==> config.mk <==
export PLATFORM = sky130hd
export DESIGN_NAME = decode
export DESIGN_NICKNAME = d
export VERILOG_FILES = /design/src/rtl/decode.sv
export SDC_FILE = /design/constraint.sdc
export NUM_CORES = 1
export LEC_CHECK = 0
export CAP_MARGIN = 15
export CORE_UTILIZATION = 30
export DETAILED_ROUTE_END_ITERATION = 10
export PLACE_DENSITY_LB_ADDON = 0.1
export SLEW_MARGIN = 30
export SYNTH_ARGS = -nofsm -noshare
export SYNTH_HDL_FRONTEND = slang
export SYNTH_SLANG_ARGS = --single-unit
export TNS_END_PERCENT = 10
==> constraint.sdc <==
create_clock -name clk -period 13.7 [get_ports clk]
set_input_delay 1.37 -clock clk [delete_from_list [all_inputs] [get_ports clk]]
set_output_delay 1.37 -clock clk [all_outputs]
set_load 0.005 [all_outputs]
==> src/rtl/decode.sv <==
// RV32I decode stage: splits fields, builds the immediate and flags illegal opcodes behind
// a registered output with a one-entry skid buffer. DECODE_PERF_CNT_EN adds transfer counters.
module decode #(
    parameter int unsigned AWIDTH = 32,
    parameter int unsigned DWIDTH = 32
) (
    input  logic              clk,
    input  logic              rst,
    input  logic              valid_i,
    output logic              ready_o,
    input  logic [AWIDTH-1:0] pc_i,
    input  logic [DWIDTH-1:0] insn_i,
    output logic              valid_o,
    input  logic              ready_i,
    output logic [AWIDTH-1:0] pc_o,
    output logic [DWIDTH-1:0] insn_o,
    output logic [6:0]        opcode_o,
    output logic [4:0]        rd_o,
    output logic [2:0]        funct3_o,
    output logic [4:0]        rs1_o,
    output logic [4:0]        rs2_o,
    output logic [6:0]        funct7_o,
    output logic [DWIDTH-1:0] imm_o,
    output logic              illegal_o
`ifdef DECODE_PERF_CNT_EN
    ,
    output logic [31:0]       decoded_cnt_o,
    output logic [31:0]       illegal_cnt_o
`endif
);

    localparam logic [6:0] OP_LOAD   = 7'b0000011;
    localparam logic [6:0] OP_IMM    = 7'b0010011;
    localparam logic [6:0] OP_JALR   = 7'b1100111;
    localparam logic [6:0] OP_SYSTEM = 7'b1110011;
    localparam logic [6:0] OP_STORE  = 7'b0100011;
    localparam logic [6:0] OP_BRANCH = 7'b1100011;
    localparam logic [6:0] OP_LUI    = 7'b0110111;
    localparam logic [6:0] OP_AUIPC  = 7'b0010111;
    localparam logic [6:0] OP_JAL    = 7'b1101111;
    localparam logic [6:0] OP_REG    = 7'b0110011;

    typedef struct packed {
        logic [AWIDTH-1:0] pc;
        logic [DWIDTH-1:0] insn;
        logic [DWIDTH-1:0] imm;
        logic              illegal;
    } bundle_t;

    // Encoding chosen so bit 0 is OUT valid and bit 1 is SKID valid.
    typedef enum logic [1:0] {
        EMPTY = 2'b00,
        ONE   = 2'b01,
        FULL  = 2'b11
    } state_t;

    state_t  state, state_nxt;
    bundle_t dec, out_q, skid_q;
    logic    accept, load_out, out_from_skid, load_skid;

    assign valid_o = state[0];
    assign ready_o = ~state[1];
    assign accept  = valid_i & ready_o;

    // Combinational decode of the incoming word; all listed opcodes end in 2'b11.
    always_comb begin
        dec         = '0;
        dec.pc      = pc_i;
        dec.insn    = insn_i;
        dec.imm     = '0;
        dec.illegal = 1'b0;
        case (insn_i[6:0])
            OP_LOAD, OP_IMM, OP_JALR, OP_SYSTEM:
                dec.imm = {{20{insn_i[31]}}, insn_i[31:20]};
            OP_STORE:
                dec.imm = {{20{insn_i[31]}}, insn_i[31:25], insn_i[11:7]};
            OP_BRANCH:
                dec.imm = {{19{insn_i[31]}}, insn_i[31], insn_i[7], insn_i[30:25],
                           insn_i[11:8], 1'b0};
            OP_LUI, OP_AUIPC:
                dec.imm = {insn_i[31:12], 12'b0};
            OP_JAL:
                dec.imm = {{11{insn_i[31]}}, insn_i[31], insn_i[19:12], insn_i[20],
                           insn_i[30:21], 1'b0};
            OP_REG:
                dec.imm = '0;
            default:
                dec.illegal = 1'b1;
        endcase
    end

    // State register
    always_ff @(posedge clk or posedge rst) begin
        if (rst) state <= EMPTY;
        else     state <= state_nxt;
    end

    // Next-state logic
    always_comb begin
        state_nxt = state;
        case (state)
            EMPTY: if (accept) state_nxt = ONE;
            ONE: begin
                if (accept && !ready_i)      state_nxt = FULL;
                else if (!accept && ready_i) state_nxt = EMPTY;
            end
            FULL:    if (ready_i) state_nxt = ONE;
            default: state_nxt = EMPTY;
        endcase
    end

    // Datapath load controls
    always_comb begin
        load_out      = 1'b0;
        out_from_skid = 1'b0;
        load_skid     = 1'b0;
        case (state)
            EMPTY: load_out = accept;
            ONE: begin
                load_out  = accept & ready_i;
                load_skid = accept & ~ready_i;
            end
            FULL: begin
                load_out      = ready_i;
                out_from_skid = ready_i;
            end
            default: ;
        endcase
    end

    always_ff @(posedge clk or posedge rst) begin
        if (rst) begin
            out_q  <= '0;
            skid_q <= '0;
        end else begin
            if (load_out)  out_q  <= out_from_skid ? skid_q : dec;
            if (load_skid) skid_q <= dec;
        end
    end

    assign pc_o      = out_q.pc;
    assign insn_o    = out_q.insn;
    assign imm_o     = out_q.imm;
    assign illegal_o = out_q.illegal;
    assign opcode_o  = out_q.insn[6:0];
    assign rd_o      = out_q.insn[11:7];
    assign funct3_o  = out_q.insn[14:12];
    assign rs1_o     = out_q.insn[19:15];
    assign rs2_o     = out_q.insn[24:20];
    assign funct7_o  = out_q.insn[31:25];

`ifdef DECODE_PERF_CNT_EN
    // Counters advance on output transfers and wrap naturally.
    always_ff @(posedge clk or posedge rst) begin
        if (rst) begin
            decoded_cnt_o <= '0;
            illegal_cnt_o <= '0;
        end else if (valid_o && ready_i) begin
            decoded_cnt_o <= decoded_cnt_o + 32'd1;
            if (out_q.illegal) illegal_cnt_o <= illegal_cnt_o + 32'd1;
        end
    end
`endif

endmodule

; ---- Word level (Yosys, flattened, before mapping)
; Cells that the tools add are included.
[totals]
inputBits = 68
elab_cells = 49
regBits = 196
[op_classes]
n_eq_ne = 15
n_reduce_logical = 9
n_mux = 11
bitwise_logic = 5
[ops]
columns = operator, n
row1 = $pmux 32 s5, 1
row2 = $mux 97, 1
row3 = $eq 7x7->1 const B, 4
row4 = $eq 7x6->1 const B, 3
row5 = $eq 7x5->1 const B, 2
row6 = $reduce_or 10->1, 1
row7 = $mux 2, 4
row8 = $eq 7x2->1 const B, 1
row9 = $pmux 2 s3, 1
row10 = $ne 2x2->1 const B, 2
row11 = $reduce_or 4->1, 1
row12 = $and 1x1->1, 3
row13 = $mux 1, 3
row14 = $ne 3x3->1 const B, 1
row15 = $pmux 1 s3, 1
row16 = $reduce_and 3->1, 1
row17 = $eq 2x1->1 const B, 1
row18 = $eq 2x2->1 const B, 1
row19 = $logic_and 1x1->1, 2
row20 = $logic_not 1->1, 2
row21 = $logic_not 2->1, 1
row22 = $not 1->1, 2
row23 = $reduce_or 2->1, 1

; ---- Logic depth before layout (Yosys ltp)
; Gate-level depths: netlist of run 1.
[depth]
depth_word = 7
mapped_depth = 8

; ---- Worst setup path after synthesis of run 1
; No wires, ideal clock.
[synth_path]
path_kind = input-to-reg
from = in valid_i
to = reg skid_q[53] (netlist name)
cell_stages = 8
arrival_time_ps = 2563
path_buffers = 3
slack_ps = 11072
setup_time_ps = 65
cell_sequence = nor2b_2 > ha_1 > and2_1 > clkbuf_1 > buf_2 > clkbuf_1 > nand2_1 > nand2_1
[synth_via]
elab_chain_cells = 3
[synth_lines]
columns = element, line
row1 = "start, declared", 9  ; input logic valid_i,
row2 = $and 1x1->1, 63  ; assign accept = valid_i & ready_o;
row3 = $and 1x1->1, 121  ; load_skid = accept & ~ready_i;
row4 = $mux 1, 117  ; case (state)
row5 = "end signal, assigned", 134  ; skid_q <= '0;
row6 = "end signal, assigned", 137  ; if (load_skid) skid_q <= dec;
row7 = "end, declared", 58  ; bundle_t dec, out_q, skid_q;
; No other way between the ends.
; A chain may end at the register's enable or synchronous reset.

; ---- Worst setup path after layout of run 1
[layout_path]
from = in ready_i
to = reg skid_q[9] (netlist name)
[layout_via]
elab_chain_cells = 3
[layout_lines]
columns = element, line
row1 = "start, declared", 14  ; input logic ready_i,
row2 = $not 1->1, 121
row3 = $and 1x1->1, 121
row4 = $mux 1, 117
; No other way between the ends.

==> reports/qor.yml, run 1 <==
cells_and_area:
  layout_commonest_cell: "nand2_1"
  seq_area_mm2: 0.00490
  post-route-util_pct: 39.5
  syn_to_final_growth_pct: 28.7
  final_cells: 1541
  layout_common_cells: "nand2_1 (370), clkdlybuf4s50_1 (198), dfrtp_1 (196)"
  nNetsFinal: 1217
  drive_above_1_share_pct: 4.84
  multiInputGateArea_mm2: 0.00339
  fill_cells: 2966
  postLayoutCellArea_mm2: 0.0114
job:
  maxCapViolations: 0
placement:
  dp.cells: 1508
  placed_area_mm2: 0.0109
  port_buffers: 198
  gp_congestion: 0.738
  hpwl_um: 15100
global_route:
  grt_overflow_total: 0
  grt_pass1_vias: 7025
  grt_pass1_wl_um: 40400
  gr-usage-all-layers_pct: 16.8
  antenna_found_initial: 2
  grt_max_degree: 94
clock_tree:
  cts_tree: "done"
  clkTransAtPathRegs_ns: 0.07
  clk_latency_ns: 0.44
  cts_resized: 0
  clock_tree.root_cell: "clkbuf_16"
  hold_buffers: 0
  cts_setup_buffers: 0
  cts_made_buffers: 17
  cts.sinks: 196
  htreeDepth: 4
  clockBufferDepth: 2
critical_path:
  slowest_stage: "buf_4"
  path_buf_inv: 3
  cp_top_family: "buffers and inverters"
  path_cells: "clkdlybuf4s50_1, inv_1, ha_1, nand2_4, buf_4, nor3_1, a22o_1"
  crit_arrival_ns: 4.00
  cp_max_fo: 83
  criticalPathCategory: "input pin to register"
  critPathMaxStageDelay_ns: 0.77
  crit_required_ns: 14.02
  endpoint_kind: "register"
  critical_path.startpoint_type: "input pin"
synthesis:
  synth_area_leaders: "dfrtp_1 (55%), nand2_1 (16%), a31oi_1 (4.6%), nor2_1 (3.8%), buf_4 (3.2%)"
  yosys_warnings: 0
  ys_seq_area_share_pct: 55.2
  netlist_area_mm2: 0.00888
  synth_top_cell_by_area: "dfrtp_1"
  synth.net_count: 1096
  syn_avg_cell_area_um2: 8.69
  synth_top_area_share_pct: 55.2
  postSynthCellCount: 1022
  yosysUniqueCellTypes: 43
  synth.ff_latch_count: 196
floorplanning:
  rows: 62
  core-area_mm2: 0.0289
  dieArea_mm2: 0.0303
  start_util_pct: 30.7
  die_y_um: 174
  die_w_um: 174
  ioPinCount: 199
power:
  p_leak_uw: 0.00500
  ir_drop_mv: 0.189
  finalPower_uw: 2440
  p_per_area_mw_per_mm2: 213
sta:
  worstMarginPinSlew_ns: 0.957
  timing.slew.headroom_pct: 36.1
  min_period_ns: 3.68
  finalSetupViolCount: 0
  tns_ns: 0
  hold_violations: 0
  rsz0062_at_grt: "false"
  fmaxAchievable_mhz: 272
  fin_worst_skew_ns: 0.0116
  drv_slew: 0
  finalCritPeriodShare_pct: 26.9
worst_hold_path:
  hp-class: "register to register"
detailed_routing:
  drc: 0
  dr.pass1.iters: 7
  routed_wl_um: 25000
  drt-initial-drc-count: 425
  ant_nets: 0
  routed_via_density: 4.70
  num_vias: 7244
  wl_per_cell_um: 16.2
outcome:
  status: "finished clean"
-- final timing paths --
kind	from	endpoint	slack (ns)	cells after the start
max	ready_i	skid_q[9]$_DFFE_PP0P_	10.02	7
min	skid_q[0]$_DFFE_PP0P_	skid_q[0]$_DFFE_PP0P_	0.48	2
max reg2reg	state[1]$_DFFE_PP0P_	skid_q[9]$_DFFE_PP0P_	11.03	6
min reg2reg	skid_q[0]$_DFFE_PP0P_	skid_q[0]$_DFFE_PP0P_	0.48	2
max in group asynchronous	rst	skid_q[15]$_DFFE_PP0P_	11.03	3
min in group asynchronous	rst	pc_o[22]$_DFFE_PP0P_	1.42	2
-- cells by family (layout without fill, tap and decap cells) --
kind of cell | Yosys count | after routing | synth area share [%]
compound gates | 210 | 210 | 14.6
fa+ha+maj | 6 | 6 | 0.845
buf+inv | 110 | 244 | 6.82
flops | 196 | 196 | 55.2
mux | 2 | 2 | 0.239
other cells | 0 | 1 | 0
simple gates | 498 | 498 | 22.3
-- flip-flops by register name, summed over array words and instances (netlist names) --
name and cells:
illegal_o 1, skid_q 97, pc_o 32, state 2, insn_o 32, imm_o 32
-- power by group --
group          total [uW]  switching [uW]  internal (uW)
Sequential            969             151            819
Combinational         966             475            490
Clock                 501             254            247
-- layer usage --
layer | GRT usage [%] | wire length [um]
met3 | 4.02 | 1440
met4 | 3.62 | 184
met1 | 24.2 | 12200
met5 | 0 | 17
met2 | 25.5 | 11200
-- synthesized netlist by cell type (all sizes together) --
master and count:
o311ai 1, a31oi 66, and2 2, a211oi 13, nor3b 1, and4bb 1
clkbuf 41, and3 3, o2bb2ai 1, buf 63, nor2b 4, a32oi 1
a31o 1, nor2 90, nor3 5, nand4b 2, ha 6, nand3b 1
o21ai 62, a221oi 9, inv 6, mux2i 1, o31ai 1, a41o 1
mux2 1, and4b 1, o211ai 9, nand2 373, nand3 15, dfrtp 196
a22o 6, a21oi 38, o2111a 1
-- worst min-delay path, delay by kind of cell, from the launching register on --
family / cells / cell delay, ns
flops: 1 / 0.34
simple gates: 2 / 0.10
-- cell type report --
type / count / share of cell area (%)
antenna: 1 / 0.0219
clock buffer: 18 / 3.84
clock inverter: 14 / 1.15
inverter: 6 / 0.263
multi-input combinational: 716 / 29.7
sequential: 196 / 42.9
tap: 384 / 4.20
timing repair buffer: 206 / 18.0
-- stage by stage --
| step | hold WS (ns) | setup WS [ns] |
|---|---|---|
| 2_1_floorplan | 0.441 | 6.99 |
| 3_3_place_gp | 0.452 | 9.55 |
| 3_5_place_dp | 0.457 | 9.51 |
| 4_1_cts | 0.475 | 9.97 |
| 5_1_grt | 0.494 | 9.79 |
| 6_report | 0.475 | 10.02 |
No activity file was read; power rests on OpenSTA's default activity.
==> run 2, diff against run 1 <==
- clock period: 13.7 -> 3.4 ns (I/O delays scaled with it)
==> run 2 against run 1 <==
Effect of this change: highest routed layer unchanged; critical endpoint is now imm_o[22]$_DFFE_PP0P_; utilization grew 0.59 points; count of clock-buffer cells in the layout grew 1; sequential share of layout area shrank 0.63 points; non-clock buffer count grew 8; register-to-register slack lost 10 ns; cell count grew 0.45%.
==> reports/qor.yml, run 2 (synthesized netlist as in run 1, its figures left out) <==
global_route:
  grt_pass1_vias: 7216  # +2.7%
  grt_max_degree: 96  # +2.1%
  grt_pass1_wl_um: 41000  # +1.4%
  grt_overflow_total: 0  # unchanged
  gr-usage-all-layers_pct: 17.2  # +0.42 points
  antenna_found_initial: 1  # -1
placement:
  hpwl_um: 16200  # +6.8%
  port_buffers: 198  # unchanged
  place_ws_ns: 0.859  # -8.65 ns
  gp_congestion: 0.745  # +0.93%
sta:
  tns_ns: 0  # unchanged
  fmaxAchievable_mhz: 425
  fin_worst_skew_ns: 0.0100  # -0.00161 ns
  rsz0062_at_grt: "false"
  timing.final.ws_setup_ns: 1.05  # -8.97 ns
  finalSetupViolCount: 0  # unchanged
  hold_violations: 0  # unchanged
  worstMarginPinSlew_ns: 0.893  # -0.0645 ns
  drv_slew: 0  # unchanged
  min_period_ns: 2.35
  timing.slew.headroom_pct: 40.5  # +4.4 points
  finalCritPeriodShare_pct: 69.2
critical_path:
  critical_path.startpoint_type: "register"
  path_buf_inv: 2  # -1
  cp_top_family: "buffers and inverters"
  crit_top_cell: "buf_4"
  critPathMaxStageDelay_ns: 0.55  # -0.22 ns
  cp_max_fo: 42  # -49%
  crit_required_ns: 3.76  # -10.26 ns
  criticalPathCategory: "register to register"
  path_cells: "ha_1, nand2_4, buf_4, buf_4, o21ai_0, o21ai_1"
  endpoint_kind: "register"
  crit_arrival_ns: 2.72  # -1.28 ns
  slowest_stage: "buf_4"
worst_hold_path:
  hp-class: "input pin to asynchronous set/reset pin"
clock_tree:
  clkTransAtPathRegs_ns: 0.08  # about the same
  hold_buffers: 0  # unchanged
  cts_resized: 0  # unchanged
  cts_tree: "done"
  clock_tree.root_cell: "clkbuf_16"
  cts.sinks: 196  # unchanged
  clk_latency_ns: 0.43  # about the same
  clockBufferDepth: 2  # unchanged
  cts_made_buffers: 17  # unchanged
  htreeDepth: 4  # unchanged
  cts_setup_buffers: 0  # unchanged
floorplanning:
  die_w_um: 174  # unchanged
  rows: 62  # unchanged
  core-area_mm2: 0.0289  # unchanged
  start_util_pct: 30.7  # unchanged
  die_y_um: 174  # unchanged
  dieArea_mm2: 0.0303  # unchanged
  ioPinCount: 199  # unchanged
cells_and_area:
  multiInputGateArea_mm2: 0.00339  # unchanged
  largest_register_ffs: 97  # unchanged
  layout_commonest_cell: "nand2_1"
  fill_cells: 2932  # -1.1%
  layout_common_cells: "nand2_1 (370), clkdlybuf4s50_1 (198), dfrtp_1 (196)"
  seq_area_mm2: 0.00490  # unchanged
  drive_above_1_share_pct: 5.33  # +0.48 points
  nNetsFinal: 1225  # +0.66%
  regMostFlops: "skid_q"
  syn_to_final_growth_pct: 30.6
  diodes: 0  # -1
detailed_routing:
  ant_nets: 0  # unchanged
  wl_per_cell_um: 16.6  # +2.1%
  routed_via_density: 4.80  # +2.0%
  drt-initial-drc-count: 484  # +14%
  drc: 0  # unchanged
  routed_wl_um: 25700  # +2.5%
  num_vias: 7424  # +2.5%
  dr.pass1.iters: 4  # -3
outcome:
  status: "finished clean"
power:
  ir_drop_mv: 0.411  # +120%
  p_per_area_mw_per_mm2: 869  # +310%
  p_leak_uw: 0.00507  # +1.5%
job:
  maxCapViolations: 0  # unchanged
## run 2: stage by stage
step / util [%] / cell area, um2 / hold WS [ns] / power, uW / instances
after detailed placement: 38.0 / 11000 / 0.462 / 8020 / 1516
after floorplan: - / 8890 / 0.441 / 6080 / 1022
final: 40.1 / 11600 / 0.170 / 10100 / 1548
after global routing: 40.1 / 11600 / 0.156 / 10900 / 1548
after CTS: 40.1 / 11600 / 0.156 / 10300 / 1548
after global placement: 38.0 / 11000 / 0.457 / 7960 / 1516
## run 2: final timing paths
path,to,startpoint,slack [ns],cells after the start
worst max register to register,imm_o[22]$_DFFE_PP0P_,state[1]$_DFFE_PP0P_,1.05,6
worst min register to register,skid_q[93]$_DFFE_PP0P_,skid_q[93]$_DFFE_PP0P_,0.48,2
max in group asynchronous,skid_q[5]$_DFFE_PP0P_,rst,2.51,3
worst min-delay path,skid_q[88]$_DFFE_PP0P_,rst,0.17,2
min in group clk,skid_q[72]$_DFFE_PP0P_,pc_i[7],0.47,3
worst max-delay path,imm_o[22]$_DFFE_PP0P_,state[1]$_DFFE_PP0P_,1.05,6
## run 2: metal layers
metal,wire length (um),part of all wire [%],up-vias,track usage (%)
met4,280,1.1,2,4.53
met1,12300,48,3595,24.2
met3,1350,5.2,18,4.05
li1,-,-,3627,-
met5,12,0.047,-,0
met2,11800,46,182,26.6
## run 2: power by group
part | switching, uW | leakage (uW) | internal, uW
Clock | 991 | 0.000301 | 1190
Combinational | 1980 | 0.00235 | 2030
Sequential | 594 | 0.00242 | 3300
## run 2: area by class of cell
type                    count  share of cell area, %
flip-flops and latches    196                   42.3
multi-input cells         716                   29.2
clock buffers              19                   3.73
inverters                   6                  0.226
repair buffers            214                   18.8
well taps                 384                   4.14
clock inverters            13                   1.65
==> RTL change (config.mk and constraints of run 1) <==
Add a define of `DECODE_PERF_CNT_EN`.
--- a/src/rtl/decode.sv
+++ b/src/rtl/decode.sv
@@ -2,2 +2,4 @@
 // a registered output with a one-entry skid buffer. DECODE_PERF_CNT_EN adds transfer counters.
+`define DECODE_PERF_CNT_EN
+
 module decode #(
Behaviour (old outputs only; new: decoded_cnt_o and illegal_cnt_o): unchanged (equiv_simple and equiv_induct, registers matched by name and starting in step).
==> RTL change against run 1 <==
Design area increased by 35%. Total power increased by 28%. Sequential cell count increased by 64. Combinational power increased by 14%. Worst setup slack got worse by 0.039 ns. Wire length increased by 37%. First-iteration DRC count increased by 24%. Fmax decreased by 1.1%. Non-clock buffer count increased by 66. Synthesized area increased by 30%. Largest cell class unchanged.
==> RTL change: results (changes against run 1) <==
- Nets@finish: 1548 (+27%)
- Synth cell types: 49 (+14%)
- Status: finished clean
- Met3 Use GR: 0.03611 (-0.004131)
- Max stage delay on crit path: 0.62 ns (-0.15 ns)
- Combinational power share: 0.352 (-0.044)
- Post-synth top cells: 401 x nand2_1, 260 x dfrtp_1, 108 x nor2_1
- First-pass GRT wire length: 53810 um (+33%)
- Met1 GRT Util: 0.2478 (+0.005924)
- H-tree Lvls: 1 (-3)
- Max clock buf depth: 3 (+1)
- Power Density: 201.8 nW/um2 (-5.3%)
- Crit-path max FO: 95 (+14%)
- Clk_lat worst skew: 0.56 ns (+0.12 ns)
- Setup crit end: imm_o[0]
- CTS Buf Count: 31 (+14)
- 1st-iter DRT viols: 528 (+24%)
- Ant. Diodes: 0 (-1)
- Reg2Reg Setup Slack: 10.63 ns (-0.40 ns)
- Dpl hpwl: 21880 um (+45%)
- Final period utilization: 0.2715 (+0.002865)
- Worst reg2reg path depth: 8 (+2)
- Worst slew pin tran: 0.8606 ns (-0.09677 ns)
- Filler Cell Count: 3766 (+27%)
- Setup crit start: valid_i
-- RTL change: cell count changes after synthesis, moves of 15 or more --
cell	delta
nand2_1	+29
clkbuf_1	+27
nand3_1	+19
nand4_1	+29
nor2_1	+18
xnor2_1	+50
or3_1	+15
o21ai_1	-29
dfrtp_1	+64
-- RTL change: worst min-delay path: stages, from the launching register on --
cell     delay, ns
dfrtp_1       0.34
nand2_1       0.05
nand2_1       0.05
-- RTL change: how the worst min path moves through the flow --
stage,end,slack [ns],from,cells after the start
floorplan,skid_q[0],0.44,skid_q[0],2
global placement,skid_q[0],0.45,skid_q[0],2
detailed placement,skid_q[0],0.46,skid_q[0],2
CTS,skid_q[0],0.47,skid_q[0],2
global route,skid_q[56],0.49,skid_q[56],2
finish,skid_q[0],0.47,skid_q[0],2
-- RTL change: final cells by class --
cell class,instances,share of cell area
clock buffers,43,0.05705
clock inverters,10,0.005267
inverters,10,0.003241
multi-input cells,897,0.2936
flip-flops and latches,260,0.4214
well taps,511,0.04141
repair buffers,272,0.1780
